File: src/rtl/rams_pkg.sv
// Shared encodings and helpers for the parametrised single-port RAM family.
package rams_pkg;

    localparam int WM_READ_FIRST  = 0;
    localparam int WM_WRITE_FIRST = 1;
    localparam int WM_NO_CHANGE   = 2;

    typedef enum logic {
        ST_IDLE,
        ST_CLEAR
    } clr_state_e;

    function automatic int nbytes(input int dwidth);
        return dwidth / 8;
    endfunction

endpackage

File: src/rtl/rams_clr_seq.sv
// Clear sequencer: walks every word writing CLR_VAL and owns the RAM write port while busy.
module rams_clr_seq
    import rams_pkg::*;
#(
    parameter int                    AWIDTH     = 6,
    parameter int                    NBYTES     = 2,
    parameter int                    CLR_ON_RST = 1,
    parameter logic [8*NBYTES-1:0]   CLR_VAL    = '0
) (
    input  logic                  clk,
    input  logic                  rst,
    input  logic                  clr,
    input  logic                  en,
    input  logic [NBYTES-1:0]     we,
    input  logic [AWIDTH-1:0]     a,
    input  logic [8*NBYTES-1:0]   di,
    output logic                  busy,
    output logic                  acc,
    output logic [NBYTES-1:0]     mem_we,
    output logic [AWIDTH-1:0]     mem_a,
    output logic [8*NBYTES-1:0]   mem_wd
);

    localparam clr_state_e RST_STATE = (CLR_ON_RST != 0) ? ST_CLEAR : ST_IDLE;

    clr_state_e          state_q, state_d;
    logic [AWIDTH:0]     cnt_q, cnt_d;
    logic [AWIDTH:0]     cnt_inc;

    always_ff @(posedge clk or posedge rst) begin
        if (rst) begin
            state_q <= RST_STATE;
            cnt_q   <= '0;
        end else begin
            state_q <= state_d;
            cnt_q   <= cnt_d;
        end
    end

    always_comb begin
        state_d = state_q;
        cnt_d   = cnt_q;
        cnt_inc = cnt_q + 1'b1;
        unique case (state_q)
            ST_IDLE: begin
                if (clr) begin
                    state_d = ST_CLEAR;
                    cnt_d   = '0;
                end
            end
            ST_CLEAR: begin
                cnt_d = cnt_inc;
                // Carry into the extra MSB marks that DEPTH-1 has just been written.
                if (cnt_inc[AWIDTH]) begin
                    state_d = ST_IDLE;
                    cnt_d   = '0;
                end
            end
        endcase
    end

    always_comb begin
        busy   = (state_q == ST_CLEAR);
        acc    = en & ~busy;
        mem_we = acc ? we : '0;
        mem_a  = a;
        mem_wd = di;
        if (busy) begin
            mem_we = '1;
            mem_a  = cnt_q[AWIDTH-1:0];
            mem_wd = CLR_VAL;
        end
    end

endmodule

File: src/rtl/rams_sp_param.sv
// Parametrised single-port RAM with byte enables, read-during-write modes,
// optional output register and a hardware clear sequencer.
module rams_sp_param
    import rams_pkg::*;
#(
    parameter int                  DWIDTH     = 16,
    parameter int                  AWIDTH     = 6,
    parameter int                  WMODE      = 0,
    parameter int                  OREG       = 0,
    parameter int                  CLR_ON_RST = 1,
    parameter logic [DWIDTH-1:0]   CLR_VAL    = '0
) (
    input  logic                        clk,
    input  logic                        rst,
    input  logic                        en,
    input  logic [nbytes(DWIDTH)-1:0]   we,
    input  logic [AWIDTH-1:0]           a,
    input  logic [DWIDTH-1:0]           di,
    input  logic                        clr,
    output logic [DWIDTH-1:0]           dout,
    output logic                        do_valid,
    output logic                        busy
);

    localparam int NBYTES = nbytes(DWIDTH);
    localparam int DEPTH  = 2 ** AWIDTH;

    logic [DWIDTH-1:0] mem [DEPTH];

    logic              acc;
    logic [NBYTES-1:0] mem_we;
    logic [AWIDTH-1:0] mem_a;
    logic [DWIDTH-1:0] mem_wd;

    rams_clr_seq #(
        .AWIDTH     (AWIDTH),
        .NBYTES     (NBYTES),
        .CLR_ON_RST (CLR_ON_RST),
        .CLR_VAL    (CLR_VAL)
    ) u_clr_seq (
        .clk    (clk),
        .rst    (rst),
        .clr    (clr),
        .en     (en),
        .we     (we),
        .a      (a),
        .di     (di),
        .busy   (busy),
        .acc    (acc),
        .mem_we (mem_we),
        .mem_a  (mem_a),
        .mem_wd (mem_wd)
    );

    always_ff @(posedge clk) begin
        for (int i = 0; i < NBYTES; i++) begin
            if (mem_we[i]) begin
                mem[mem_a][8*i +: 8] <= mem_wd[8*i +: 8];
            end
        end
    end

    logic [DWIDTH-1:0] rd_old, rd_merged, rd_data;
    logic              rd_valid;

    always_comb begin
        rd_old = mem[a];
        for (int i = 0; i < NBYTES; i++) begin
            rd_merged[8*i +: 8] = we[i] ? di[8*i +: 8] : rd_old[8*i +: 8];
        end
        rd_data  = rd_old;
        rd_valid = acc;
        if (acc && (|we)) begin
            if (WMODE == WM_WRITE_FIRST) begin
                rd_data = rd_merged;
            end else if (WMODE == WM_NO_CHANGE) begin
                rd_valid = 1'b0;
            end
        end
    end

    logic [DWIDTH-1:0] out_data;
    logic              out_valid;

    generate
        if (OREG != 0) begin : g_oreg
            logic [DWIDTH-1:0] p_data_q;
            logic              p_valid_q;
            always_ff @(posedge clk or posedge rst) begin
                if (rst) begin
                    p_data_q  <= '0;
                    p_valid_q <= 1'b0;
                end else begin
                    p_valid_q <= rd_valid;
                    if (rd_valid) begin
                        p_data_q <= rd_data;
                    end
                end
            end
            assign out_data  = p_data_q;
            assign out_valid = p_valid_q;
        end else begin : g_noreg
            assign out_data  = rd_data;
            assign out_valid = rd_valid;
        end
    endgenerate

    // dout only moves on a valid slot so it holds through idle/busy cycles.
    always_ff @(posedge clk or posedge rst) begin
        if (rst) begin
            dout     <= '0;
            do_valid <= 1'b0;
        end else begin
            do_valid <= out_valid;
            if (out_valid) begin
                dout <= out_data;
            end
        end
    end

endmodule

File: config.mk
export PLATFORM = sky130hd
export DESIGN_NAME = rams_sp_param
export DESIGN_NICKNAME = d
export VERILOG_FILES = /design/src/rtl/rams_pkg.sv /design/src/rtl/rams_clr_seq.sv /design/src/rtl/rams_sp_param.sv
export SDC_FILE = /design/constraint.sdc
export NUM_CORES = 1
export LEC_CHECK = 0
export ABC_AREA = 1
export ABC_CLOCK_PERIOD_IN_PS = 7000
export BUFFER_PORTS_ARGS = -buffer_cell sky130_fd_sc_hd__buf_2
export CAP_MARGIN = 15
export CORE_AREA = 2 2 333 335
export DETAILED_ROUTE_END_ITERATION = 10
export DIE_AREA = 0 0 335 337
export GPL_TIMING_DRIVEN = 0
export PLACE_DENSITY = 0.52
export SLEW_MARGIN = 20
export SYNTH_ARGS = -nofsm -noshare
export SYNTH_HDL_FRONTEND = slang
export SYNTH_HIERARCHICAL = 1
export SYNTH_SLANG_ARGS = --single-unit
File: constraint.sdc
create_clock -name clk -period 7 [get_ports clk]
set_input_delay 1.4 -clock clk [delete_from_list [all_inputs] [get_ports clk]]
set_output_delay 1.4 -clock clk [all_outputs]
set_load 0.01 [all_outputs]
==> results.cfg <==
[clock_network]
post_cts.repair.setup_buffers = 0
cts_made_buffers = 109
worstSkewPairLatency_ns = 0.72
cts-resized-gates = 0
cts_root_buffer = clkbuf_16
cts.path.max_buffers = 3
cts_tree = done
hold_buffers = 0
cts.sinks = 1048
htreeDepth = 3
clkTransAtPathRegs_ns = 0.06

[logic_synthesis]
synth_cell_types = 27
synth.avg_cell_area_um2 = 11.7
ys_warn_count = 6
synthCells = 3709
ys_seq_elements = 1048
async_flop_share_pct = 2.29
synth_nets = 3738
synth_area_um2 = 43400
synth_edf_count = 1024
yosys_most_used_dff = edfxtp_1
yosysSeqAreaShare_pct = 72.2

[detailed_routing]
vias = 30700
first_pass_iters = 6
ant_nets = 0
wl_per_cell_um = 30.5
drc = 0
wl_um = 167000
vias_per_cell = 5.61
drt_iter0_drc = 4015

[final_layout]
layout_common_cells = nand2_1, edfxtp_1, nand3_1
diodes = 0
syn2layout_area_growth_pct = 17.6
mostFrequentLayoutCell = nand2_1
fin_util_pct = 46.6
finalNetCount = 3990
drive_gt1_share_pct = 15.6
fin_cells = 5478

[global_route]
grt_pass1_vias = 28100
track_usage_pct = 29.4
grt_pass1_wl_um = 226000
grt_max_degree = 33
overflow = 0
antenna_found_initial = 7

[placement]
dp_slack_ns = 2.19
io_buffers = 45
dp_hpwl_um = 125000
place_congestion = 1.01
dp.cells = 5276

[floorplan]
core-area_um2 = 110000
initial_utilization_pct = 39.6
die_area_um2 = 113000
die_w_um = 335
ios = 46
die_h_um = 337
std_cell_rows = 122

[pwr]
switching_share_pct = 28.2
vdd_drop_max_mv = 0.242
p_clk_share_pct = 37.3
pwr-share-seq_pct = 47.7
p_int_uw = 11300
powerDensity_nw_per_um2 = 309
p_switching_uw = 4450
total_power_uw = 15800
power.leakage_uw = 0.0187
p_comb_share_pct = 15.0

[flow_run]
drv_cap = 0

[min_path]
worstHoldStart = dout[6]
hp-class = flip-flop to flip-flop

[critical_path]
start_kind = flip-flop
path_max_fanout = 10
crit_path_end_kind = flip-flop
timing.rr.start = u_clr_seq/busy
crit_path_start = u_clr_seq/busy
cp.arrival_ns = 4.64
critical_path_class = flip-flop to flip-flop
cp.required_ns = 7.31

[timing]
slew_viol_final = 0
period_share_pct = 61.8
hold_violations = 0
max_slew_margin_pct = 16.3
setup_tns_ns = 0
clock_skew_ns = 0.0421
worst_pin_slew_ns = 1.26
max_freq_mhz = 231
final-setup-viol-count = 0
rsz0062_at_grt = no
layout_setup_ws_ns = 2.68
min_period_ns = 4.32

[run_status]
outcome = completed
-- cell type report --
class	instances	area [um2]
Buffer	251	1630
Tap cell	1426	1780
Fill cell	9946	58600
Clock buffer	139	2930
Timing Repair Buffer	141	1590
Clock inverter	63	633
Multi-Input combinational cell	2364	10900
Inverter	46	180
Sequential cell	1048	31400
-- logic make-up after synthesis --
logic type / after synthesis / share of synthesized area [%]
AND/OR/NAND/NOR: 2353 / 23.4
flip-flops: 1048 / 72.2
buffers and inverters: 297 / 4.15
AO/OA/AOI/OAI: 8 / 0.130
XOR/XNOR: 2 / 0.0404
adder cells (fa/ha/maj): 1 / 0.0288
-- power groups by stage --
stage          logic (uW)  clock network, uW  registers, uW
3_5_place_dp         2290                  0           7640
6_report             2360               5880           7520
3_3_place_gp         2040                  0           7670
2_1_floorplan        1070                  0           7640
4_1_cts              2290               5920           7510
5_1_grt              2440               6160           7550
-- final timing paths --
path                       cells after the start                 end  slack (ns)
setup reg to reg                               7          mem[49][8]        2.68
setup / recovery                               7          mem[49][8]        2.68
hold reg to reg                                2             dout[6]        0.48
hold / removal                                 2             dout[6]        0.48
min in group asynchronous                      2  u_clr_seq/cnt_q[5]        0.68
max in group asynchronous                      2            dout[10]        5.41
-- layer usage --
metal,global-route usage (%),wire (um),vias to the layer above
met5,0,0,-
met2,45.1,73900,1585
met4,12.4,8040,0
met1,41.5,69200,15300
met3,5.08,15800,266
li1,-,-,13600
-- cell usage after synthesis (3+ instances only) --
cell type | n | area (um2)
o21ai_1 | 3 | 15.0
buf_6 | 65 | 732
buf_1 | 18 | 67.6
nor2_1 | 36 | 135
nor3_1 | 116 | 581
buf_2 | 104 | 521
edfxtp_1 | 1024 | 30700
nand3_1 | 939 | 4700
buf_4 | 16 | 120
inv_1 | 34 | 128
dfrtp_1 | 23 | 576
nand2_1 | 1258 | 4720
clkbuf_1 | 48 | 180
inv_2 | 10 | 37.5
-- worst max-delay path, cell delays in order (launching register included) --
cell	delay (ns)
dfstp_2	0.66
buf_6	0.27
nand2_1	0.16
nand2_1	0.24
inv_1	0.14
nor3_1	0.82
clkinv_1	0.82
nor3_2	0.83
-- registers in the layout (all words and copies together) (netlist names) --
| signal | cells |
|---|---|
| do_valid | 1 |
| dout | 16 |
| mem | 1024 |
| u_clr_seq/busy | 1 |
| u_clr_seq/cnt_q | 6 |
-- through the flow --
step                      hold slack (ns)  instance area, um2
after floorplan                     0.470               43400
after global placement              0.463               45400
after detailed placement            0.460               47400
after CTS                           0.481               51000
after global routing                0.505               51000
final                               0.478               51000
Power figures use the tool's default switching activity.
